## src/rtl/systolic_pkg.sv

```systemverilog
// Shared types for the systolic feeder: int8 lane type, lane width,
// feeder FSM state encoding and a small lane-slicing helper.
package systolic_pkg;

  localparam int LANE_W = 8;

  typedef logic signed [LANE_W-1:0] int8_t;

  typedef enum logic [1:0] {
    ST_IDLE,
    ST_STREAM,
    ST_FLUSH
  } feed_state_t;

  // Counter width able to hold N-1 for the legal range 2..16.
  function automatic int flush_cnt_w(input int n);
    return (n <= 2) ? 1 : $clog2(n);
  endfunction

endpackage

```

## src/rtl/skew_delay_line.sv

```systemverilog
// One lane of the west-edge skew: a DEPTH-stage int8 shift register
// that moves only on adv. Ports: clk, reset (async, high), adv, din, dout.
module skew_delay_line
  import systolic_pkg::*;
#(
  parameter int DEPTH = 1
) (
  input  logic              clk,
  input  logic              reset,
  input  logic              adv,
  input  logic [LANE_W-1:0] din,
  output logic [LANE_W-1:0] dout
);

  int8_t sr [DEPTH];

  always_ff @(posedge clk or posedge reset) begin
    if (reset) begin
      for (int i = 0; i < DEPTH; i++) begin
        sr[i] <= '0;
      end
    end else if (adv) begin
      sr[0] <= int8_t'(din);
      for (int i = 1; i < DEPTH; i++) begin
        sr[i] <= sr[i-1];
      end
    end
  end

  assign dout = sr[DEPTH-1];

endmodule

```

## src/rtl/systolic_skew_feeder.sv

```systemverilog
// Skews N int8 lanes onto the array west edge; lane i lags i+1 advances,
// then N-1 zero advances drain each tile.
// Ports: clk, reset, array_en, in_valid/in_ready/in_data/in_last,
// out_data/out_valid/out_last, tile_count.
// Option: SYSTOLIC_SKEW_FEEDER_TILE_CNT_EN builds the tile counter,
// otherwise tile_count is tied to 0.
module systolic_skew_feeder
  import systolic_pkg::*;
#(
  parameter int N = 4
) (
  input  logic                clk,
  input  logic                reset,
  input  logic                array_en,
  input  logic                in_valid,
  output logic                in_ready,
  input  logic [N*LANE_W-1:0] in_data,
  input  logic                in_last,
  output logic [N*LANE_W-1:0] out_data,
  output logic                out_valid,
  output logic                out_last,
  output logic [15:0]         tile_count
);

  localparam int CW = flush_cnt_w(N);
  localparam logic [CW-1:0] FLUSH_LEN = CW'(N - 1);
  localparam logic [CW-1:0] CNT_ONE = CW'(1);

  feed_state_t   state;
  logic [CW-1:0] flush_cnt;

  logic accept;
  logic flush_adv;
  logic adv;
  logic drain_done;
  logic [N*LANE_W-1:0] lane_in;

  assign in_ready   = array_en && (state != ST_FLUSH);
  assign accept     = in_valid && in_ready;
  assign flush_adv  = array_en && (state == ST_FLUSH);
  assign adv        = accept || flush_adv;
  assign drain_done = flush_adv && (flush_cnt == CNT_ONE);

  // Flush advances push zeros; accepts push the vector.
  assign lane_in = accept ? in_data : '0;

  for (genvar i = 0; i < N; i++) begin : g_lane
    skew_delay_line #(
      .DEPTH(i + 1)
    ) u_dl (
      .clk  (clk),
      .reset(reset),
      .adv  (adv),
      .din  (lane_in[i*LANE_W +: LANE_W]),
      .dout (out_data[i*LANE_W +: LANE_W])
    );
  end

  always_ff @(posedge clk or posedge reset) begin
    if (reset) begin
      state     <= ST_IDLE;
      flush_cnt <= '0;
      out_valid <= 1'b0;
      out_last  <= 1'b0;
    end else begin
      out_valid <= adv;
      out_last  <= drain_done;
      unique case (state)
        ST_IDLE, ST_STREAM: begin
          if (accept) begin
            if (in_last) begin
              state     <= ST_FLUSH;
              flush_cnt <= FLUSH_LEN;
            end else begin
              state <= ST_STREAM;
            end
          end
        end
        ST_FLUSH: begin
          if (flush_adv) begin
            flush_cnt <= flush_cnt - CNT_ONE;
            if (flush_cnt == CNT_ONE) begin
              state <= ST_IDLE;
            end
          end
        end
        default: begin
          state     <= ST_IDLE;
          flush_cnt <= '0;
        end
      endcase
    end
  end

`ifdef SYSTOLIC_SKEW_FEEDER_TILE_CNT_EN
  // Bumps on the same edge that raises out_last.
  always_ff @(posedge clk or posedge reset) begin
    if (reset) begin
      tile_count <= '0;
    end else if (drain_done) begin
      tile_count <= tile_count + 16'd1;
    end
  end
`else
  assign tile_count = '0;
`endif

endmodule

```

## config.mk

```make
export PLATFORM = sky130hd
export DESIGN_NAME = systolic_skew_feeder
export DESIGN_NICKNAME = d
export VERILOG_FILES = /design/src/rtl/systolic_pkg.sv /design/src/rtl/skew_delay_line.sv /design/src/rtl/systolic_skew_feeder.sv
export SDC_FILE = /design/constraint.sdc
export NUM_CORES = 1
export LEC_CHECK = 0
export CORE_ASPECT_RATIO = 2
export CORE_MARGIN = 4
export CORE_UTILIZATION = 25
export CTS_CLUSTER_SIZE = 40
export DETAILED_ROUTE_END_ITERATION = 10
export GPL_ROUTABILITY_DRIVEN = 0
export SYNTH_ARGS = -nofsm -noshare
export SYNTH_HDL_FRONTEND = slang
export SYNTH_HIERARCHICAL = 1
export SYNTH_SLANG_ARGS = --single-unit
```

## constraint.sdc

```tcl
create_clock -name clk -period 3.12 [get_ports clk]
set_input_delay 0.624 -clock clk [delete_from_list [all_inputs] [get_ports clk]]
set_output_delay 0.624 -clock clk [all_outputs]
set_load 0.1 [all_outputs]
```

Word level (Yosys, flattened, before mapping)
Index checks and enable logic that the tools add are counted.
- register bits: 86
- bits of input ports: 37
- output and inout port bits: 51
- multiplexer cells: 10
- reductions and logical operators: 9
- equality and inequality tests: 8
- add/subtract/negate cells: 1
- operator list (kind ; number):
    $mux W32 ; 1
    $mux W2 ; 7
    $ne A2 B2 Y1 const B ; 4
    $pmux W2 S2 ; 2
    $reduce_and A3 Y1 ; 2
    $eq A2 B1 Y1 const B ; 2
    $logic_and A1 B1 Y1 ; 4
    $eq A2 B2 Y1 const B ; 1
    $logic_not A2 Y1 ; 1
    $ne A2 B1 Y1 const B ; 1
    $reduce_or A2 Y1 ; 1
    $sub A2 B1 Y2 const B ; 1
    $logic_or A1 B1 Y1 ; 1

Logic depth before layout (Yosys ltp)
- depth after elaboration: 5
- gate-level depth with buffers: 5
- mapped depth without buffers: 4

Cells and area by module
The synthesis kept the hierarchy.
- modules (own cells, without submodules) (module ; instances ; cells an instance ; area each (µm²)):
    skew_delay_line (g_lane[3].u_dl) ; 1 ; 77 ; 1408.9
    skew_delay_line (g_lane[2].u_dl) ; 1 ; 60 ; 1061.0
    systolic_skew_feeder ; 1 ; 79 ; 715.7
    skew_delay_line (g_lane[1].u_dl) ; 1 ; 43 ; 713.2
    skew_delay_line (g_lane[0].u_dl) ; 1 ; 18 ; 335.3

Worst setup path before layout
No wires, ideal clock.
- path type: input to register
- start point: input array_en
- end point: register g_lane[3].u_dl.sr, in the netlist g_lane[3].u_dl/dout[0]
- arrival: 1.999 ns
- buffers on the path: 3
- setup slack: 0.996 ns
- stages: 5
- library setup time: 0.125 ns
- cells stage by stage: buf_2 a21boi_0 buf_6 buf_12 mux2_4
- longest elaborated chain between the ends: 3
- ends and longest elaborated chain (element ; RTL line ; RTL):
    start: declaration ; systolic_skew_feeder.sv:14 ; input logic array_en,
    $logic_and A1 B1 Y1 ; systolic_skew_feeder.sv:38 ; assign in_ready = array_en && (state != ST_FLUSH);
    $logic_and A1 B1 Y1 ; systolic_skew_feeder.sv:39 ; assign accept = in_valid && in_ready;
    $logic_or A1 B1 Y1 (*) ; systolic_skew_feeder.sv:41 ; assign adv = accept || flush_adv;
    via adv ; systolic_skew_feeder.sv:34 ; logic adv;
    end signal: indexed assignment ; skew_delay_line.sv:25 ; sr[i] <= sr[i-1];
    end: declaration ; skew_delay_line.sv:15 ; int8_t sr [DEPTH];
Mark *: on every way through the listed nets, which the timed path passes. The rest lies on a longest branch.
A chain may end at the register's enable or synchronous reset.

Worst setup path after layout
- start point: input array_en
- end point: output in_ready
- longest elaborated chain between the ends: 1
- ends and longest elaborated chain (element ; RTL line ; RTL):
    $logic_and A1 B1 Y1 ; systolic_skew_feeder.sv:38 ;
    end: declaration ; systolic_skew_feeder.sv:16 ; output logic in_ready,
No other way between the ends.

==> flow_summary.ini <==
[run_status]
status = completed

[timing]
tns_ns = 0
fmax_mhz = 432
worstMarginPinSlew_ns = 0.623
final-hold-violation-count = 0
finalSetupViolCount = 0
rsz0062_at_grt = false
layout_min_cycle_time_ns = 2.31
clock_skew_ns = 0.00733
setup_ws_ns = 0.805
relSlewSlack = 0.584
slew_violations = 0
period_share = 0.742

[worst_setup_path]
critPathMaxStageDelay_ns = 0.65
critPathSlowestCell = clkdlybuf4s50_1
crit_required_ns = 2.50
cp_max_fo = 11
crit_type = input pin to output port
crit_arrival_ns = 1.69
path_cells = clkdlybuf4s50_1, and2_2, buf_12
crit_path_start_kind = input pin
worst_setup_path_end_kind = output port

[routing]
drtIter0Drc = 53
routed_wl_mm = 7.49
dr.pass1.iters = 2
route.detailed.drc = 0
wl_per_cell_um = 13.9
vias = 2113
drt-vias-per-instance = 3.93
ant_nets = 0

[finish]
regArea_mm2 = 0.00215
final_cell_mix = dfrtp_1, mux2_4, buf_4, clkdlybuf4s50_1, and2_4
antennaDiodeCount = 0
final_util = 0.303
fillers = 1657
drive_above_1_share = 0.505
final_common_cell = dfrtp_1
area_delta_synth_final_pct = 19.4
multi_input_area_mm2 = 0.00162
nets = 364

[global_route]
grt_pass1_wl_mm = 12.3
antenna_found_initial = 0
grt_pass1_vias = 2324
overflow = 0
grtUsageTotal = 0.0821
grt_max_degree = 38

[die]
die_h_um = 192
core-area_mm2 = 0.0167
io_pins = 88
initial_utilization = 0.254
core.rowCount = 67
die-area_mm2 = 0.0192
fp.dieW_um = 100

[power_and_ir_drop]
ir_drop_mv = 0.451
power.density_mw_per_mm2 = 883
p_leak_nw = 2.51
finalPower_mw = 4.47

[hold_path]
hp-class = flip-flop to flip-flop

[yosys]
ys_ff_latch = 86
netlist_instances = 277
synth_compound_area_frac = 0.0154
synthMuxAreaShare = 0.273
synth_top_family_by_area = multiplexers
yosys.area_share.adder = 0.00296
netlist_area_mm2 = 0.00423
yosys.area_share.simple = 0.0742
syn_avg_cell_area_um2 = 15.3
ys_seq_area_frac = 0.508
synth_xor_area_frac = 0
ys_warn_count = 6
synth.distinct_cells = 26

[flow_run]
drv_cap = 0

[cts]
cts_resized = 0
cts_sinks = 86
cts_root_buf = clkbuf_16
clkTransAtPathRegs_ns = 0.07
numCtsBuffers = 9
clock_latency_ns = 0.34
clockBufferDepth = 2
h-tree-depth = 3
post_cts_buffers = 0
cts_hold_buf = 0
cts_tree = done

[placed_design]
pre_cts_ws_ns = 0.499
numPortBuffers = 71
hpwl_mm = 5.28
## registers in the layout (all words and copies together), names as in the netlist
name              cells
g_lane.u_dl/sr       48
out_valid             1
out_last              1
state                 2
flush_cnt             2
g_lane.u_dl/dout     32
## power breakdown
| part | total (mW) | internal, mW | switching [mW] |
|---|---|---|---|
| registers | 1.55 | 1.38 | 0.164 |
| clock network | 1.06 | 0.567 | 0.493 |
| logic | 1.86 | 0.618 | 1.24 |
## per-layer routing
layer,track usage,wire length (um),part of all wire
met4,0.0483,211,0.028
met2,0.133,3810,0.51
met1,0.0965,3000,0.40
met3,0.0222,468,0.062
met5,0,0,0
## layout make-up
class | instances | share of cell area
Multi-Input combinational cell | 145 | 0.320
Sequential cell | 86 | 0.426
Timing Repair Buffer | 77 | 0.140
Clock buffer | 9 | 0.0445
Inverter | 7 | 0.00520
Tap cell | 207 | 0.0512
Clock inverter | 7 | 0.0136
## through the flow
stage               cell area [um2]  instances  hold WS (ns)
CTS                            5060        538         0.511
global route                   5060        538         0.523
finish                         5060        538         0.504
floorplan                      4290        292         0.415
global placement               4760        522         0.487
detailed placement             4760        522         0.492
## logic make-up after synthesis
family,count (synthesis)
other cells,1
mux,80
flops,86
buf+inv,61
compound gates,9
simple gates,39
fa+ha+maj,1
## worst paths after layout
path                                                   start                           endpoint  slack (ns)  cells past startpoint
min in group asynchronous                              reset           flush_cnt[0]$_DFFE_PP0P_        0.71                      2
min reg2reg                g_lane[3].u_dl/sr[18]$_DFFE_PP0P_  g_lane[3].u_dl/sr[10]$_DFFE_PP0P_        0.50                      1
max in group asynchronous                              reset  g_lane[1].u_dl/sr[11]$_DFFE_PP0P_        1.85                      2
max                                                 array_en                           in_ready        0.81                      3
min                        g_lane[3].u_dl/sr[18]$_DFFE_PP0P_  g_lane[3].u_dl/sr[10]$_DFFE_PP0P_        0.50                      1
max reg2reg                             state[0]$_DFFE_PP0P_  g_lane[3].u_dl/sr[18]$_DFFE_PP0P_        1.22                      4
## synth_stat cells
master | number | area share
dfrtp_1 | 86 | 0.51
mux2_4 | 68 | 0.24
buf_4 | 40 | 0.071
and2_4 | 22 | 0.046
mux2_2 | 12 | 0.032
and2_1 | 9 | 0.013
buf_6 | 7 | 0.019
inv_1 | 7 | 0.0062
buf_12 | 6 | 0.028
and2_2 | 3 | 0.0053
a21oi_1 | 2 | 0.0024
a21boi_0 | 1 | 0.0018
a21o_1 | 1 | 0.0018
a21o_2 | 1 | 0.0021
a22oi_1 | 1 | 0.0018
a311oi_1 | 1 | 0.0021
and2b_2 | 1 | 0.0021
and3_4 | 1 | 0.0027
buf_2 | 1 | 0.0012
conb_1 | 1 | 0.00089
ha_1 | 1 | 0.0030
nand2b_2 | 1 | 0.0021
nand3_1 | 1 | 0.0012
nand4b_1 | 1 | 0.0021
o22ai_1 | 1 | 0.0015
o311ai_0 | 1 | 0.0021
## critical path: cells and delay by family
kind,cells,cell delay [ns]
buffers and inverters,2,0.82
and+or+nand+nor,1,0.24
No activity file was read; power rests on OpenSTA's default activity.
